**config.mk**
```make
export PLATFORM = sky130hd
export DESIGN_NAME = ahb_cfg_manager
export DESIGN_NICKNAME = d
export VERILOG_FILES = /design/src/rtl/ahb_cfg_manager.sv
export SDC_FILE = /design/constraint.sdc
export NUM_CORES = 1
export LEC_CHECK = 0
export ABC_CLOCK_PERIOD_IN_PS = 4950
export BUFFER_PORTS_ARGS = -buffer_cell sky130_fd_sc_hd__buf_2
export CAP_MARGIN = 20
export CORE_MARGIN = 10
export CORE_UTILIZATION = 54
export DETAILED_ROUTE_END_ITERATION = 16
export GPL_TIMING_DRIVEN = 0
export PLACE_DENSITY = 0.9
export SYNTH_ARGS = -nofsm -noshare
export SYNTH_HDL_FRONTEND = slang
export SYNTH_SLANG_ARGS = --single-unit
export TNS_END_PERCENT = 30
```
**constraint.sdc**
```tcl
create_clock -name HCLK -period 4.95 [get_ports HCLK]
set_input_delay 0.2475 -clock HCLK [delete_from_list [all_inputs] [get_ports HCLK]]
set_output_delay 0.2475 -clock HCLK [all_outputs]
set_load 0.05 [all_outputs]
```
**src/rtl/ahb_cfg_manager.sv**
```systemverilog
// Single-outstanding AHB-Lite manager turning simple word commands into SINGLE NONSEQ transfers
// into a register window, with data-phase wait timeout and registered response reporting.
module ahb_cfg_manager #(
  parameter logic [31:0] BASE_ADDR = 32'h8000_0000,
  parameter int unsigned TIMEOUT   = 255
) (
  input  logic        HCLK,
  input  logic        HRESETn,
  // Command side
  input  logic        cmd_valid,
  output logic        cmd_ready,
  input  logic        cmd_write,
  input  logic [7:0]  cmd_offset,
  input  logic [31:0] cmd_wdata,
  input  logic [3:0]  cmd_strb,
  // Response side
  output logic        rsp_valid,
  output logic [31:0] rsp_rdata,
  output logic        rsp_err,
  output logic        rsp_timeout,
  // AHB manager outputs
  output logic        HSEL,
  output logic [31:0] HADDR,
  output logic [1:0]  HTRANS,
  output logic        HWRITE,
  output logic [2:0]  HSIZE,
  output logic [2:0]  HBURST,
  output logic [31:0] HWDATA,
  output logic [3:0]  HWSTRB,
  // AHB manager inputs
  input  logic [31:0] HRDATA,
  input  logic        HREADY,
  input  logic        HRESP
);

  typedef enum logic [1:0] {StIdle, StAddr, StData} state_e;

  localparam logic [1:0] TransIdle   = 2'b00;
  localparam logic [1:0] TransNonseq = 2'b10;
  localparam logic [8:0] TimeoutCnt  = 9'(TIMEOUT);

  state_e      state_q;
  logic [31:0] wdata_q;
  logic [8:0]  wait_cnt_q;
  logic [8:0]  wait_inc;

  assign wait_inc = wait_cnt_q + 9'd1;

  // Single-beat word transfers only.
  assign HSIZE  = 3'b010;
  assign HBURST = 3'b000;

  always_ff @(posedge HCLK or negedge HRESETn) begin
    if (!HRESETn) begin
      state_q     <= StIdle;
      wdata_q     <= '0;
      wait_cnt_q  <= '0;
      cmd_ready   <= 1'b0;
      rsp_valid   <= 1'b0;
      rsp_rdata   <= '0;
      rsp_err     <= 1'b0;
      rsp_timeout <= 1'b0;
      HSEL        <= 1'b0;
      HADDR       <= BASE_ADDR;
      HTRANS      <= TransIdle;
      HWRITE      <= 1'b0;
      HWDATA      <= '0;
      HWSTRB      <= '0;
    end else begin
      rsp_valid <= 1'b0;
      unique case (state_q)
        StIdle: begin
          // cmd_ready is low for one IDLE cycle after reset and after each response.
          if (!cmd_ready) begin
            cmd_ready <= 1'b1;
          end else if (cmd_valid) begin
            cmd_ready <= 1'b0;
            state_q   <= StAddr;
            wdata_q   <= cmd_wdata;
            HSEL      <= 1'b1;
            HTRANS    <= TransNonseq;
            HWRITE    <= cmd_write;
            HADDR     <= BASE_ADDR + {22'd0, cmd_offset, 2'b00};
            HWSTRB    <= cmd_strb;
          end
        end
        StAddr: begin
          if (HREADY) begin
            state_q    <= StData;
            wait_cnt_q <= '0;
            HSEL       <= 1'b0;
            HTRANS     <= TransIdle;
            HWDATA     <= HWRITE ? wdata_q : 32'd0;
          end
        end
        StData: begin
          if (HREADY) begin
            state_q     <= StIdle;
            rsp_valid   <= 1'b1;
            rsp_err     <= HRESP;
            rsp_timeout <= 1'b0;
            rsp_rdata   <= (!HWRITE && !HRESP) ? HRDATA : 32'd0;
            HWDATA      <= '0;
          end else begin
            // First cycle of a two-cycle ERROR response counts as an ordinary wait.
            wait_cnt_q <= wait_inc;
            if (wait_inc == TimeoutCnt) begin
              state_q     <= StIdle;
              rsp_valid   <= 1'b1;
              rsp_err     <= 1'b1;
              rsp_timeout <= 1'b1;
              rsp_rdata   <= '0;
              HWDATA      <= '0;
            end
          end
        end
        default: state_q <= StIdle;
      endcase
    end
  end

endmodule

```
Yosys cells after proc, flatten, opt, wreduce, memory -nomap -nowiden
Index checks and enable logic that the tools add are counted.

cells by class
  $add $sub $neg = 2
  eq/ne operators = 8
  mux-type cells = 32
  reduce and logical (&&, ||, !) cells = 13

operator list
  cell                                                 count
  two-way mux 32 bit                                   6
  one-hot mux 32 bit (2 select lines)                  1
  adder 32 x 10 -> 32 bit, first input constant        1
  two-way mux 9 bit                                    2
  one-hot mux 9 bit (2 select lines)                   1
  two-way mux 2 bit                                    8
  two-way mux 1 bit                                    11
  adder 9 x 1 -> 9 bit, second input constant          1
  equality test 9 x 8 -> 1 bit, second input constant  1
  AND reduction 3 bit                                  3
  != test 2 bit, second input constant                 4
  AND reduction 4 bit                                  2
  one-hot mux 2 bit (3 select lines)                   1
  nonzero test 2 bit                                   3
  one-hot mux 2 bit (2 select lines)                   1
  != test 3 bit, second input constant                 1
  equality test 2 x 1 -> 1 bit, second input constant  1
  equality test 2 bit, second input constant           1
  logical NOT 1 bit                                    2
  logical NOT 2 bit                                    1
  one-hot mux 1 bit (2 select lines)                   1
  AND reduction 2 bit                                  1
  logical AND 1 bit                                    1

word-level totals
  register bits = 151
  input bits = 82
  output and inout port bits = 114

Longest topological paths before layout
  depth in word-level cells = 5
  depth in mapped cells = 7

Worst setup path after synthesis
Ideal clock, no wire load.

  kind = register -> register
  start = reg wait_cnt_q[0]
  end = reg HWDATA[1]
  library setup time = 121 ps
  data arrival time = 1948 ps
  required time = 4829 ps
  slack = 2880 ps
  stages on the path, launching flop included = 8
  path buffers = 1
  clock period less this slack = 2070 ps
  cell sequence = dfrtp_1 -> ha_1 -> nand2_1 -> or3_1 -> a211o_2 -> nor3_4 -> buf_8 -> nor2_2

between the ends
  cells in the longest elaborated chain, start to end = 4

RTL lines
  what                                  RTL line  text
  start, declared                       44        logic [8:0] wait_cnt_q;
  start signal, assigned                106       wait_cnt_q <= wait_inc;
  adder 9 x 1 -> 9 bit                  47        assign wait_inc = wait_cnt_q + 9'd1;
  equality test 9 x 8 -> 1 bit          107       if (wait_inc == TimeoutCnt) begin
  != test 3 bit (no source line)        n/a
  AND reduction 3 bit (no source line)  n/a
  end signal, assigned                  93        HWDATA <= HWRITE ? wdata_q : 32'd0;
  end, declared                         28        output logic [31:0] HWDATA,

Every way passes these cells.
A chain may end at the register's enable or synchronous reset.

Final worst setup path
  start = reg wait_cnt_q[0]
  end = reg rsp_rdata[8]

between the ends
  cells in the longest elaborated chain, start to end = 4

RTL lines
  what                                  RTL line  text
  adder 9 x 1 -> 9 bit                  47
  equality test 9 x 8 -> 1 bit          107
  nonzero test 2 bit (no source line)   n/a
  AND reduction 2 bit (no source line)  n/a
  end signal, assigned                  102       rsp_rdata <= (!HWRITE && !HRESP) ? HRDATA : 32'd0;
  end, declared                         18        output logic [31:0] rsp_rdata,

Every way passes these cells.

==> metrics list <==
* Result of the run: complete, no violations
* Root Driver: sky130_fd_sc_hd__clkbuf_8
* Die area: 0.0146 mm²
- For the worst setup path, the data arrival time is 2.87 ns.
* Routed vias/inst: 5.55
- Crit Path Max Fanout: 10
* Clock latency at the later pin of the worst-skew pair: 0.53 ns
- In the final routed layout, each cell accounts on average for 21.4 µm.
- Power spread over the standard cell area amounts to 748 mW/mm².
- Cts hold-fix bufs: 78
- Once detail routing completed, the nets flagged for antenna violations numbered 0.
- Fill cells in the final layout number 514.
- Max-cap violations: 0
* Antenna violations before repair: 2
- The via count of the first global-routing pass is 5481.
* Worst hold-check path type: in2reg
- Number of remaining DRC errors: 0
* Resize count post-CTS: 0
- For flop-to-flop paths, the worst setup slack is 2.46 ns.
- Wire length of the first global-routing pass: 29200 µm
- Buffers inserted by post-CTS timing repair: 0
- Worst-Margin Slew: 0.635 ns
- Final HPWL DP: 11000 µm
- Number of buffers created by CTS: 17
- Number of register bits inferred by synthesis: 125
* Most frequently used cell type in the post-synthesis netlist: sky130_fd_sc_hd__dfrtp_1
- The die is 121 µm tall.
* Top cells by count, synth: 125 x sky130_fd_sc_hd__dfrtp_1, 64 x sky130_fd_sc_hd__a22oi_1, 45 x sky130_fd_sc_hd__mux2_2
- For this run, the number of standard cells in the final layout without fillers is 918.
- Sink count of the clock tree: 125
* Kind of start point of the critical path: register
* Ratio of cells with drive above 1 in the final layout: 38.8%
- Instance count of the mapped netlist: 479
- Number of vias after detailed routing: 5095
- Average size of a mapped cell: 11.4 µm²
* Power after layout: 5.97 mW
* Worst setup path class: reg2reg
- Post-synth top area share: 57.1%
* Total iterations of the first detailed-routing run: 5
* Dominant synthesized flop cell: sky130_fd_sc_hd__dfrtp_1
- Yosys printed 0 warnings.
- Post-synth ARST share: 100%
- For this configuration, the core starts out at a cell density of 55.8%.
* Type of destination of the critical path: register
- Final setup violation count: 0
- The analysis attributes to cell leakage a power of 4.04 nW.
* Number of library cell types mapped by synthesis: 45
- Req. time, crit path: 5.33 ns
- RSZ-0062 raised after global routing: false
- Yosys mapped a number of flops with a built-in enable equal to 0.
- The routed design has 19600 µm of wire.
- The first routing iteration left 336 violations.
- Of all cell types, the one taking the most synthesized area is sky130_fd_sc_hd__dfrtp_1.
- Setup TNS after final layout: 0 ns
* Clock Path Buffers: 2
* Highest clock frequency the design can meet: 402 MHz
* I/O pins: 196
- Row cnt: 36
- Cell Count Post-Placement: 806
- The max-slew violation count is 0.
* Clock-pin slew reported for the worst setup and hold paths after clock tree synthesis: 0.06 ns
- Global routing finished with a remaining overflow of 0.
* Minimum clock period: 2.49 ns
* Gp weighted congestion: 0.868
- Number of buffer cells added on primary ports: 164
- CTS tree: yes
* Fin crit share: 50.3%
* Post-synthesis cell area: 0.00548 mm²
- In the global route stage, overall resource usage came out at 25.4%.
- Of the synthesized area, sequential elements account for 57.1%.
- The clock arrives with 0.00724 ns of skew.
- Measured along the x axis, the die boundary spans 121 µm.
* Number of nets at the end of the flow: 854
* Number of hold violations in the final report: 0
* Maximum vdd ir drop: 0.533 mV
- CTS built an H-tree with a depth of 4.
- Core area: 0.00982 mm²
- The area growth from synthesis to layout is 45.6%.
- Dominant cells by area after synthesis: sky130_fd_sc_hd__dfrtp_1 57%, sky130_fd_sc_hd__mux2_2 9.2%, sky130_fd_sc_hd__a22oi_1 8.8%
* Relative max-transition margin: 57.6%
- Largest net degree at the start of global routing: 66
## critical path: stages, from the launching register on
cell	delay [ns]
sky130_fd_sc_hd__dfrtp_1	0.47
sky130_fd_sc_hd__ha_1	0.31
sky130_fd_sc_hd__nand2_1	0.16
sky130_fd_sc_hd__or3_1	0.38
sky130_fd_sc_hd__a211o_2	0.41
sky130_fd_sc_hd__o21bai_4	0.22
sky130_fd_sc_hd__buf_2	0.24
sky130_fd_sc_hd__o21ai_0	0.14
## layout by cell type, fill, tap and decap left out, types with 2 or more instances in the layout
master,count
sky130_fd_sc_hd__nor2_2,11
sky130_fd_sc_hd__nand3_1,3
sky130_fd_sc_hd__buf_6,3
sky130_fd_sc_hd__bufinv_16,2
sky130_fd_sc_hd__dlygate4sd3_1,78
sky130_fd_sc_hd__or2_2,2
sky130_fd_sc_hd__buf_2,171
sky130_fd_sc_hd__nor2b_1,5
sky130_fd_sc_hd__inv_1,35
sky130_fd_sc_hd__and3_1,2
sky130_fd_sc_hd__nand2_1,9
sky130_fd_sc_hd__a311oi_1,3
sky130_fd_sc_hd__clkinv_4,3
sky130_fd_sc_hd__mux2_2,45
sky130_fd_sc_hd__buf_4,33
sky130_fd_sc_hd__clkbuf_8,2
sky130_fd_sc_hd__clkbuf_1,18
sky130_fd_sc_hd__inv_6,5
sky130_fd_sc_hd__a22oi_1,64
sky130_fd_sc_hd__mux2i_1,2
sky130_fd_sc_hd__clkbuf_16,16
sky130_fd_sc_hd__nor3_1,3
sky130_fd_sc_hd__or3_1,2
sky130_fd_sc_hd__clkinvlp_4,3
sky130_fd_sc_hd__diode_2,2
sky130_fd_sc_hd__o21ai_0,33
sky130_fd_sc_hd__xor2_1,2
sky130_fd_sc_hd__o21ai_1,3
sky130_fd_sc_hd__a21oi_1,11
sky130_fd_sc_hd__conb_1,31
sky130_fd_sc_hd__nand4_1,2
sky130_fd_sc_hd__o21a_1,2
sky130_fd_sc_hd__ha_1,2
sky130_fd_sc_hd__dfrtp_1,125
sky130_fd_sc_hd__nor2_1,32
## stage by stage
stage	setup WS [ns]	cell area (µm²)	hold slack, ns	utilization [%]
final	2.46	7980	0.102	81.3
after global routing	2.35	7980	0.115	81.3
after CTS	2.57	7980	0.0829	81.2
after detailed placement	2.62	6610	0.260	67.3
after global placement	2.19	6580	0.471	67.0
after floorplan	2.88	5590	-0.0481	-
## kinds of logic (layout without fill, tap and decap cells)
group | after synthesis | after routing | synth area share [%]
AND/OR/NAND/NOR | 78 | 78 | 7.35
other | 2 | 33 | 0.137
multiplexers | 47 | 47 | 9.61
XOR/XNOR | 2 | 2 | 0.320
buffers and inverters | 98 | 373 | 9.64
AO/OA/AOI/OAI | 125 | 125 | 15.4
flip-flops | 125 | 125 | 57.1
adder cells (fa/ha/maj) | 2 | 2 | 0.457
## report_power, final
part	internal, mW	switching (mW)
sequential	1.50	0.370
combinational	0.812	2.04
clock	0.739	0.500
## layer usage
metal,vias to the layer above,track usage (%),share of wire [%]
li1,2196,-,-
met5,-,0,0
met1,2470,26.9,34
met3,86,8.47,8.4
met4,0,16.8,5.9
met2,343,42.4,52
## layout make-up
class | count | area [µm²] | share of cell area, %
clock inverters | 14 | 158 | 1.98
repair buffers | 243 | 1640 | 20.5
flip-flops and latches | 125 | 3130 | 39.2
plain buffers | 63 | 397 | 4.97
inverters | 35 | 131 | 1.65
well taps | 133 | 166 | 2.09
diodes | 2 | 5.00 | 0.0627
multi-input cells | 285 | 1930 | 24.2
clock buffers | 18 | 428 | 5.36
## flip-flops by register name (all words and copies together) (netlist names), 2 cells and up
| register | flops |
|---|---|
| rsp_rdata | 32 |
| wait_cnt_q | 9 |
| HADDR | 8 |
| wdata_q | 32 |
| HWSTRB | 4 |
| state_q | 2 |
| HWDATA | 32 |
## final timing paths
| kind | from | end | depth (start not counted) |
|---|---|---|---|
| worst max register to register | wait_cnt_q[0] | rsp_rdata[8] | 7 |
| worst max-delay path | wait_cnt_q[0] | rsp_rdata[8] | 7 |
| worst min register to register | HADDR[7] | HADDR[7] | 1 |
| max in group asynchronous | HRESETn | HWDATA[12] | 3 |
| min in group asynchronous | HRESETn | rsp_rdata[24] | 2 |
| worst min-delay path | HRESP | rsp_err | 3 |
No activity file was read; power rests on OpenSTA's default activity.
